[config.mk]
export PLATFORM = sky130hd
export DESIGN_NAME = scaler_coeff_gen_flat
export DESIGN_NICKNAME = d
export VERILOG_FILES = /design/src/rtl/scaler_coeff_gen_if.sv /design/src/rtl/scaler_coeff_gen.sv /design/src/flat_wrapper.sv
export SDC_FILE = /design/constraint.sdc
export NUM_CORES = 1
export LEC_CHECK = 0
export ABC_AREA = 1
export BUFFER_PORTS_ARGS = -buffer_cell sky130_fd_sc_hd__buf_4
export CAP_MARGIN = 10
export CORE_UTILIZATION = 52
export DETAILED_ROUTE_END_ITERATION = 8
export HOLD_SLACK_MARGIN = 0.15
export PLACE_DENSITY = 0.76
export SLEW_MARGIN = 10
export SYNTH_ARGS = -nofsm -noshare
export SYNTH_HDL_FRONTEND = slang
export SYNTH_SLANG_ARGS = --single-unit
[constraint.sdc]
create_clock -name CLK_i -period 2.1 [get_ports CLK_i]
set_input_delay 0.105 -clock CLK_i [delete_from_list [all_inputs] [get_ports CLK_i]]
set_output_delay 0.105 -clock CLK_i [all_outputs]
set_load 0.05 [all_outputs]
[src/rtl/scaler_coeff_gen_if.sv]
// Control/configuration and coefficient-output bundle for the scaler coefficient generator.
// The master side drives line configuration; the slave side is the generator itself.
interface scaler_coeff_gen_if #(
    parameter int PHASE_W = 8,
    parameter int CNT_W   = 11
);
    logic               start_i;
    logic               en_i;
    logic               mode_i;
    logic [PHASE_W:0]   step_i;
    logic [CNT_W-1:0]   in_len_i;
    logic [CNT_W-1:0]   out_len_i;
    logic [1:0]         inopcode_o;
    logic [1:0]         calcopcode_o;
    logic [PHASE_W-1:0] coeff_b0_o;
    logic [PHASE_W-1:0] coeff_b1_o;
    logic               pix_adv_o;
    logic               valid_o;
    logic               busy_o;
    logic               line_done_o;

    modport master (
        output start_i, en_i, mode_i, step_i, in_len_i, out_len_i,
        input  inopcode_o, calcopcode_o, coeff_b0_o, coeff_b1_o,
               pix_adv_o, valid_o, busy_o, line_done_o
    );

    modport slave (
        input  start_i, en_i, mode_i, step_i, in_len_i, out_len_i,
        output inopcode_o, calcopcode_o, coeff_b0_o, coeff_b1_o,
               pix_adv_o, valid_o, busy_o, line_done_o
    );
endinterface

[src/rtl/scaler_coeff_gen.sv]
// Per-output-pixel phase accumulator producing 2-tap interpolation weights and MAC opcodes.
// Every output is registered: the action for a cycle is decided at the preceding rising edge.
module scaler_coeff_gen #(
    parameter int PHASE_W = 8,
    parameter int CNT_W   = 11
) (
    input  logic              CLK_i,
    input  logic              RST_i,
    scaler_coeff_gen_if.slave bus
);
    typedef enum logic [1:0] {IDLE, PRIME, RUN, DONE} state_t;

    state_t             state_reg, state_next;
    logic [PHASE_W-1:0] acc_reg, acc_next;
    logic [CNT_W-1:0]   out_cnt_reg, out_cnt_next;
    logic [CNT_W-1:0]   fetch_cnt_reg, fetch_cnt_next;
    logic               mode_reg, mode_next;
    logic [PHASE_W:0]   step_reg, step_next;
    logic [CNT_W-1:0]   in_len_reg, in_len_next;
    logic [CNT_W-1:0]   out_len_reg, out_len_next;
    logic [1:0]         inop_reg, inop_next;
    logic [1:0]         calc_reg, calc_next;
    logic [PHASE_W-1:0] b0_reg, b0_next;
    logic [PHASE_W-1:0] b1_reg, b1_next;
    logic               pix_reg, pix_next;
    logic               valid_reg, valid_next;
    logic               busy_reg, busy_next;
    logic               done_reg, done_next;

    logic [PHASE_W-1:0] frac;
    logic [PHASE_W-1:0] frac_inv;
    logic [PHASE_W:0]   phase_sum;
    logic               carry;
    logic               can_fetch;
    logic               start_ok;
    logic               run_step;

    assign frac      = acc_reg;
    assign phase_sum = {1'b0, frac} + step_reg;
    assign carry     = phase_sum[PHASE_W];
    assign can_fetch = (fetch_cnt_reg < in_len_reg);
    assign start_ok  = bus.start_i && (bus.out_len_i != '0) && (bus.in_len_i >= CNT_W'(2));

    // Older-pixel weight is the one's complement, so the pair always sums to 2^PHASE_W-1.
    genvar gi;
    generate
        for (gi = 0; gi < PHASE_W; gi++) begin : g_inv
            assign frac_inv[gi] = ~frac[gi];
        end
    endgenerate

    always_comb begin
        state_next     = state_reg;
        acc_next       = acc_reg;
        out_cnt_next   = out_cnt_reg;
        fetch_cnt_next = fetch_cnt_reg;
        mode_next      = mode_reg;
        step_next      = step_reg;
        in_len_next    = in_len_reg;
        out_len_next   = out_len_reg;
        calc_next      = calc_reg;
        b0_next        = b0_reg;
        b1_next        = b1_reg;
        busy_next      = busy_reg;
        inop_next      = 2'b00;
        pix_next       = 1'b0;
        valid_next     = 1'b0;
        done_next      = 1'b0;
        run_step       = 1'b0;

        if (bus.en_i) begin
            case (state_reg)
                IDLE: begin
                    if (start_ok) begin
                        mode_next      = bus.mode_i;
                        step_next      = (bus.step_i == '0) ? (PHASE_W+1)'(1) : bus.step_i;
                        in_len_next    = bus.in_len_i;
                        out_len_next   = bus.out_len_i;
                        acc_next       = '0;
                        out_cnt_next   = '0;
                        // The first priming fetch is issued right away to meet the t+1 latency.
                        fetch_cnt_next = CNT_W'(1);
                        pix_next       = 1'b1;
                        inop_next      = 2'b10;
                        busy_next      = 1'b1;
                        state_next     = PRIME;
                    end
                end
                PRIME: begin
                    if (fetch_cnt_reg < CNT_W'(2)) begin
                        fetch_cnt_next = fetch_cnt_reg + CNT_W'(1);
                        pix_next       = 1'b1;
                        inop_next      = 2'b10;
                    end else begin
                        state_next = RUN;
                        run_step   = 1'b1;
                    end
                end
                RUN: begin
                    if (out_cnt_reg == out_len_reg) begin
                        state_next = DONE;
                        done_next  = 1'b1;
                    end else begin
                        run_step = 1'b1;
                    end
                end
                DONE: begin
                    busy_next  = 1'b0;
                    state_next = IDLE;
                end
                default: state_next = IDLE;
            endcase
        end

        if (run_step) begin
            valid_next   = 1'b1;
            b0_next      = frac;
            b1_next      = frac_inv;
            calc_next    = mode_reg ? (frac[PHASE_W-1] ? 2'b01 : 2'b10) : 2'b00;
            acc_next     = phase_sum[PHASE_W-1:0];
            out_cnt_next = out_cnt_reg + CNT_W'(1);
            // Without a carry, or once the line is exhausted, the newest pixel is reused.
            if (carry && can_fetch) begin
                fetch_cnt_next = fetch_cnt_reg + CNT_W'(1);
                pix_next       = 1'b1;
                inop_next      = 2'b10;
            end
        end
    end

    always_ff @(posedge CLK_i) begin
        if (RST_i) begin
            state_reg     <= IDLE;
            acc_reg       <= '0;
            out_cnt_reg   <= '0;
            fetch_cnt_reg <= '0;
            mode_reg      <= 1'b0;
            step_reg      <= '0;
            in_len_reg    <= '0;
            out_len_reg   <= '0;
            inop_reg      <= 2'b00;
            calc_reg      <= 2'b00;
            b0_reg        <= '0;
            b1_reg        <= '0;
            pix_reg       <= 1'b0;
            valid_reg     <= 1'b0;
            busy_reg      <= 1'b0;
            done_reg      <= 1'b0;
        end else begin
            state_reg     <= state_next;
            acc_reg       <= acc_next;
            out_cnt_reg   <= out_cnt_next;
            fetch_cnt_reg <= fetch_cnt_next;
            mode_reg      <= mode_next;
            step_reg      <= step_next;
            in_len_reg    <= in_len_next;
            out_len_reg   <= out_len_next;
            inop_reg      <= inop_next;
            calc_reg      <= calc_next;
            b0_reg        <= b0_next;
            b1_reg        <= b1_next;
            pix_reg       <= pix_next;
            valid_reg     <= valid_next;
            busy_reg      <= busy_next;
            done_reg      <= done_next;
        end
    end

    assign bus.inopcode_o   = inop_reg;
    assign bus.calcopcode_o = calc_reg;
    assign bus.coeff_b0_o   = b0_reg;
    assign bus.coeff_b1_o   = b1_reg;
    assign bus.pix_adv_o    = pix_reg;
    assign bus.valid_o      = valid_reg;
    assign bus.busy_o       = busy_reg;
    assign bus.line_done_o  = done_reg;
endmodule

[src/flat_wrapper.sv]
// flat-port wrapper written by rule: the top's interface ports become plain ports
module scaler_coeff_gen_flat 
#(
    parameter int PHASE_W = 8,
    parameter int CNT_W   = 11
)
  (CLK_i, RST_i, bus_start_i, bus_en_i, bus_mode_i, bus_step_i, bus_in_len_i, bus_out_len_i, bus_inopcode_o, bus_calcopcode_o, bus_coeff_b0_o, bus_coeff_b1_o, bus_pix_adv_o, bus_valid_o, bus_busy_o, bus_line_done_o);
  scaler_coeff_gen_if #(.PHASE_W(PHASE_W), .CNT_W(CNT_W)) bus_i ();
  input  logic CLK_i;
  input  logic RST_i;
  input wire logic [$bits(bus_i.start_i)-1:0] bus_start_i;
  input wire logic [$bits(bus_i.en_i)-1:0] bus_en_i;
  input wire logic [$bits(bus_i.mode_i)-1:0] bus_mode_i;
  input wire logic [$bits(bus_i.step_i)-1:0] bus_step_i;
  input wire logic [$bits(bus_i.in_len_i)-1:0] bus_in_len_i;
  input wire logic [$bits(bus_i.out_len_i)-1:0] bus_out_len_i;
  output wire logic [$bits(bus_i.inopcode_o)-1:0] bus_inopcode_o;
  output wire logic [$bits(bus_i.calcopcode_o)-1:0] bus_calcopcode_o;
  output wire logic [$bits(bus_i.coeff_b0_o)-1:0] bus_coeff_b0_o;
  output wire logic [$bits(bus_i.coeff_b1_o)-1:0] bus_coeff_b1_o;
  output wire logic [$bits(bus_i.pix_adv_o)-1:0] bus_pix_adv_o;
  output wire logic [$bits(bus_i.valid_o)-1:0] bus_valid_o;
  output wire logic [$bits(bus_i.busy_o)-1:0] bus_busy_o;
  output wire logic [$bits(bus_i.line_done_o)-1:0] bus_line_done_o;
  assign bus_i.start_i = bus_start_i;
  assign bus_i.en_i = bus_en_i;
  assign bus_i.mode_i = bus_mode_i;
  assign bus_i.step_i = bus_step_i;
  assign bus_i.in_len_i = bus_in_len_i;
  assign bus_i.out_len_i = bus_out_len_i;
  assign bus_inopcode_o = bus_i.inopcode_o;
  assign bus_calcopcode_o = bus_i.calcopcode_o;
  assign bus_coeff_b0_o = bus_i.coeff_b0_o;
  assign bus_coeff_b1_o = bus_i.coeff_b1_o;
  assign bus_pix_adv_o = bus_i.pix_adv_o;
  assign bus_valid_o = bus_i.valid_o;
  assign bus_busy_o = bus_i.busy_o;
  assign bus_line_done_o = bus_i.line_done_o;
  scaler_coeff_gen #(.PHASE_W(PHASE_W), .CNT_W(CNT_W)) u_core (.CLK_i(CLK_i), .RST_i(RST_i), .bus(bus_i));
endmodule
==> results of run 1 <==
## metrics by stage
step                 util  area, µm²
CTS                 0.683       5700
detailed placement  0.611       5100
global route        0.698       5820
global placement    0.611       5100
floorplan               -       4540
finish              0.698       5820
## cell families after synthesis
logic type / after synthesis
buf+inv: 92
other cells: 1
flops: 86
fa+ha+maj: 25
xor+xnor: 18
simple gates: 291
compound gates: 128
## cell usage in the layout, fill, tap and decap left out, types with 3 or more instances in the layout
cell type,instances
or2_2,5
dfxtp_2,3
nor2_2,4
dfxtp_1,83
ha_1,23
buf_4,75
a21oi_2,6
nand2_4,3
o21ai_0,53
clkbuf_8,9
or2_1,3
nor3_1,3
nor2_1,73
inv_2,3
nand3_1,48
nand4_1,5
dlygate4sd3_1,34
nand2_1,127
xnor2_1,9
nand3_4,3
inv_1,60
nand2_2,10
nand3_2,3
a31oi_1,3
a21oi_1,61
xor2_1,9
## power by group through the flow
stage	sequential, µW	clock (µW)	combinational (µW)
2_1_floorplan	1850	0	493
3_3_place_gp	1820	0	735
3_5_place_dp	1820	0	751
4_1_cts	1780	1330	820
5_1_grt	1800	1400	957
6_report	1780	1310	864
## worst max-delay path, delay by kind of cell, from the launching register on
kind | cells | cell delay, ns
adder cells (fa/ha/maj) | 2 | 0.50
flip-flops | 1 | 0.37
AO/OA/AOI/OAI | 2 | 0.26
AND/OR/NAND/NOR | 8 | 0.65
buffers and inverters | 3 | 0.23
## layer usage
| layer | part of all wire | vias to the layer above |
|---|---|---|
| li1 | - | 2271 |
| met1 | 0.42 | 2065 |
| met2 | 0.50 | 157 |
| met3 | 0.058 | 30 |
| met4 | 0.028 | 0 |
| met5 | 0 | - |
## repair_timing
action                                  4_1_cts  5_1_grt
gates resized for setup                       7       26
pin swaps                                     3       11
endpoints found under the setup margin       10       18
endpoints found under the hold margin        54        0
setup buffers                                 2        3
hold buffers                                 34        0
cloned                                        1        1
## cell type report
cell class	count	area (µm²)	area share
tap	105	131	0.0226
clock buffer	9	124	0.0213
multi-input combinational	465	2530	0.435
sequential	86	1730	0.297
clock inverter	7	97.6	0.0168
inverter	64	243	0.0417
timing repair buffer	113	966	0.166
## path summary, 6_finish.rpt
kind	from	to	slack (ns)	cells after the start
worst max-delay path	u_core.acc_reg[0]$_SDFFE_PP0P_	u_core.fetch_cnt_reg[7]$_SDFF_PP0_	0.02	15
worst min register to register	u_core.in_len_reg[6]$_SDFFE_PP0P_	u_core.in_len_reg[6]$_SDFFE_PP0P_	0.46	2
worst min-delay path	bus_start_i	u_core.step_reg[4]$_SDFFE_PP0P_	0.41	6
worst max register to register	u_core.acc_reg[0]$_SDFFE_PP0P_	u_core.fetch_cnt_reg[7]$_SDFF_PP0_	0.02	15
==> flow_summary.toml, run 1 <==
[timing]
setup_slack_ns = 0.0160
finalCritPeriodShare = 0.992
drv_slew = 0
holdWs_ns = 0.410
timing_hold_violations_final = 0
layout_min_cycle_time_ns = 2.08
skew_ns = 0.00768
setup_tns_ns = 0
setup_viol = 0
rsz0062_at_grt = "true"
fmax_mhz = 480

[route]
routedWlPerCell_um = 14.1
drcViolationCount = 0
drt_wl_total_mm = 11.9
dr.pass1.iters = 5
vias_per_cell = 5.33
drt_iter0_drc = 214
vias = 4523
drtAntennaViolNets = 0

[final_layout]
final_cells = 849
layout.nets = 800
layout-drive-gt1-share = 0.191
areaGrowthSynthToFinish_pct = 28.2
n_antenna_cell = 0
fillers = 690

[clock_network]
clk_path_buf_depth = 2
clock_latency_ns = 0.37
htreeDepth = 3
clock-sinks = 86
clkTransAtPathRegs_ns = 0.09
cts_tree = "yes"
ctsRootBufferMaster = "clkbuf_8"
cts_made_buffers = 9

[power]
intPower_uw = 2730
power_density_mw_per_mm2 = 681
peakVddDrop_v = 0.000318
clockPowerShare = 0.331
p_comb_frac = 0.218
power.switching_uw = 1230
p_leak_uw = 0.00261
swShare = 0.311
finalPower_uw = 3960
p_seq_frac = 0.451

[logic_synthesis]
muxShareOfSynthArea = 0
synth_ff_type = "dfxtp_1"
synth_edf_count = 0
synth_compound_area_frac = 0.148
synth_common_cells = "nand2_1 (136), dfxtp_1 (86), nor2_1 (75)"
syn_area_per_cell_um2 = 7.08
synth_nets = 702
synth_seq_cells = 86
ys_warn_count = 0
synth_area_mm2 = 0.00454
synth_top_family_by_area = "simple AND/OR/NAND/NOR gates"
synth_top_area_cell = "dfxtp_1"
ys_async_sr_fraction = 0
synth_xor_area_frac = 0.0347
synth_cell_types = 36
synth_cells = 641
synth_adder_area_share = 0.0706
synth_area_leaders = "dfxtp_1 (38%), nand2_1 (11%), a21oi_1 (7.2%), ha_1 (6.6%), nor2_1 (6.2%)"
synth-seq-area-share = 0.379
synth.most_common_cell = "nand2_1"
synthSimpleGateAreaFrac = 0.278
netlist.area_leader.share = 0.379

[global_routing]
grtUsageMet2 = 0.499
overflow = 0
grt_max_degree = 44
use_met3 = 0.0431
gr-max-usage-layer = "met2"
grt_use_met1 = 0.321
track_usage = 0.277
grt_pass1_wl_mm = 19.5
antenna_found_initial = 0
grt_pass1_vias = 4403

[setup_path]
worstPathCellList = "ha_4 -> inv_2 -> fa_2 -> inv_2 -> nand3_2 -> nand2_2 -> nand2_2 -> nand2_2 -> nand2_2 -> a21oi_4 -> buf_6 -> nand3_4 -> nand2_4 -> nand2_2 -> a21oi_2"
crit_path_end_kind = "register"
path_max_fanout = 6
worstPathArrival_ns = 2.39
start_kind = "register"
crit_slowest_cell = "dfxtp_2"
cp_common_cell = "nand2_2"
max_stage_delay_ns = 0.37
path_class = "reg2reg"
worstPathRequired_ns = 2.40

[floorplanning]
start_util = 0.544
die_y_um = 95.4
design.die.area_mm2 = 0.00911
die_x_um = 95.4
rows = 33
ioPinCount = 60
core_area_mm2 = 0.00834

[placement]
port_buffers = 58
post-place-ws_ns = -0.117
dpl.hpwl_mm = 7.76
gp_congestion = 0.836
dp.cells = 793

[min_path]
hold_path_class = "in2reg"

[outcome]
status = "finished, final reports clean"

[run]
cap_violations = 0
Note: power is estimated with default switching activity, not from simulation.
==> run 2, diff against run 1 <==
--- a/config.mk
+++ b/config.mk
@@ -8,7 +8,9 @@
 export ABC_AREA = 1
 export BUFFER_PORTS_ARGS = -buffer_cell sky130_fd_sc_hd__buf_4
 export CAP_MARGIN = 10
+export CORE_ASPECT_RATIO = 0.9
 export CORE_UTILIZATION = 52
+export CTS_CLUSTER_DIAMETER = 40
 export DETAILED_ROUTE_END_ITERATION = 8
 export HOLD_SLACK_MARGIN = 0.15
 export PLACE_DENSITY = 0.76
==> flow_summary.toml, run 2 (synthesis results as in run 1) <==
[outcome]
status = "finished, final reports clean"

[global_routing]
antenna_found_initial = 0
grt_max_degree = 64
overflow = 0
gr-max-usage-layer = "met2"
grt_use_met1 = 0.354
grtUsageMet2 = 0.444
grt_pass1_wl_mm = 19.7
track_usage = 0.268
grt_pass1_vias = 4257
use_met3 = 0.0573

[final_layout]
final_cell_mix = "nand2_1 (132), dfxtp_1 (83), buf_4 (77)"
final-seq-area_mm2 = 0.00173
final_cells = 858
final_common_cell = "nand2_1"
areaGrowthSynthToFinish_pct = 27.5
n_antenna_cell = 0
final_util = 0.700
layout.nets = 799
layout-drive-gt1-share = 0.175
multi_input_area_mm2 = 0.00251
fillers = 668

[floorplanning]
design.die.area_mm2 = 0.00911
die_y_um = 90.6
ioPinCount = 60
start_util = 0.549
die_x_um = 100
core_area_mm2 = 0.00826
rows = 31

[placement]
dpl.hpwl_mm = 7.68
port_buffers = 58
dp.cells = 802
gp_congestion = 0.837

[run]
cap_violations = 0

[timing]
layout_min_cycle_time_ns = 2.04
fmax_mhz = 491
rsz0062_at_grt = "true"
setup_viol = 0
skew_ns = 0.00766
timing_hold_violations_final = 0
drv_slew = 0
holdWs_ns = 0.162
finalCritPeriodShare = 0.970

[setup_path]
start_kind = "register"
r2r_slack_ns = 0.06
crit_start = "u_core.step_reg[0]$_SDFFE_PP0P_"
worstPathArrival_ns = 2.33
r2r-start = "u_core.step_reg[0]$_SDFFE_PP0P_"
rr_worst_depth = 14
crit_path_end_kind = "register"
path_max_fanout = 5
reg2reg_to = "u_core.fetch_cnt_reg[2]$_SDFF_PP0_"
path_class = "reg2reg"
worstPathRequired_ns = 2.39
critPathCapture = "u_core.fetch_cnt_reg[2]$_SDFF_PP0_"

[power]
p_leak_uw = 0.00258
peakVddDrop_v = 0.000434
finalPower_uw = 3950
power_density_mw_per_mm2 = 683

[clock_network]
clock-sinks = 86
clkTransAtPathRegs_ns = 0.09
ctsRootBufferMaster = "clkbuf_8"
clock_latency_ns = 0.36
cts_made_buffers = 9
htreeDepth = 3
clk_path_buf_depth = 2
cts_tree = "yes"

[route]
drt_wl_total_mm = 12.0
dr.pass1.iters = 5
routedWlPerCell_um = 14.0
vias = 4550
drcViolationCount = 0
vias_per_cell = 5.30
drt_iter0_drc = 285
drtAntennaViolNets = 0

[min_path]
hold_path_class = "in2reg"
## run 2: how the worst min path moves through the flow
stage	startpoint	end	slack, ns	cells past startpoint
2_1_floorplan	bus_mode_i	u_core.mode_reg$_SDFFE_PP0P_	0.24	2
3_3_place_gp	bus_mode_i	u_core.mode_reg$_SDFFE_PP0P_	0.34	3
3_5_place_dp	bus_mode_i	u_core.mode_reg$_SDFFE_PP0P_	0.34	3
4_1_cts	RST_i	u_core.acc_reg[6]$_SDFFE_PP0P_	0.15	2
5_1_grt	RST_i	u_core.acc_reg[6]$_SDFFE_PP0P_	0.16	2
6_report	RST_i	u_core.fetch_cnt_reg[4]$_SDFF_PP0_	0.16	2
## run 2: cell type report
type                       instances  area share
clock buffer                      11      0.0244
clock inverter                     5      0.0141
inverter                          64      0.0422
multi-input combinational        465       0.434
sequential                        86       0.298
tap                              115      0.0249
timing repair buffer             112       0.162
## run 2: stage by stage
step           worst slack, ns  area [µm²]  TNS (ns)
2_1_floorplan           0.0520        4540         0
3_3_place_gp            0.0205        5090         0
3_5_place_dp            -0.115        5090    -0.533
4_1_cts                 0.0196        5740         0
5_1_grt                -0.0505        5790    -0.291
6_report                0.0623        5790         0
## run 2: worst max-delay path: stages, from the launching register on
cell and delay [ns]:
dfxtp_2 0.36, ha_4 0.15, inv_2 0.04, fa_2 0.33
inv_1 0.06, nand3_1 0.05, nand2_1 0.08, nand2_1 0.07
nand2_1 0.08, nand2_2 0.06, a21oi_4 0.26, nand3_4 0.16
nand2_4 0.12, nand2_1 0.06, a21oi_1 0.11
## run 2: timing repair
action,CTS,global route
resized for setup,13,9
hold buffers,34,0
endpoints found under the hold margin,34,0
setup endpoints to repair,11,13
cloned,2,0
buffers inserted,1,3
pin swaps,4,4
## run 2: per-layer routing
metal,up-vias,part of all wire
li1,2268,-
met1,2115,0.44
met2,151,0.49
met3,16,0.054
met4,0,0.014
met5,-,0
## run 2: power by group
| group | internal [µW] | switching (µW) |
|---|---|---|
| Sequential | 1730 | 56.6 |
| Combinational | 316 | 545 |
| Clock | 706 | 600 |
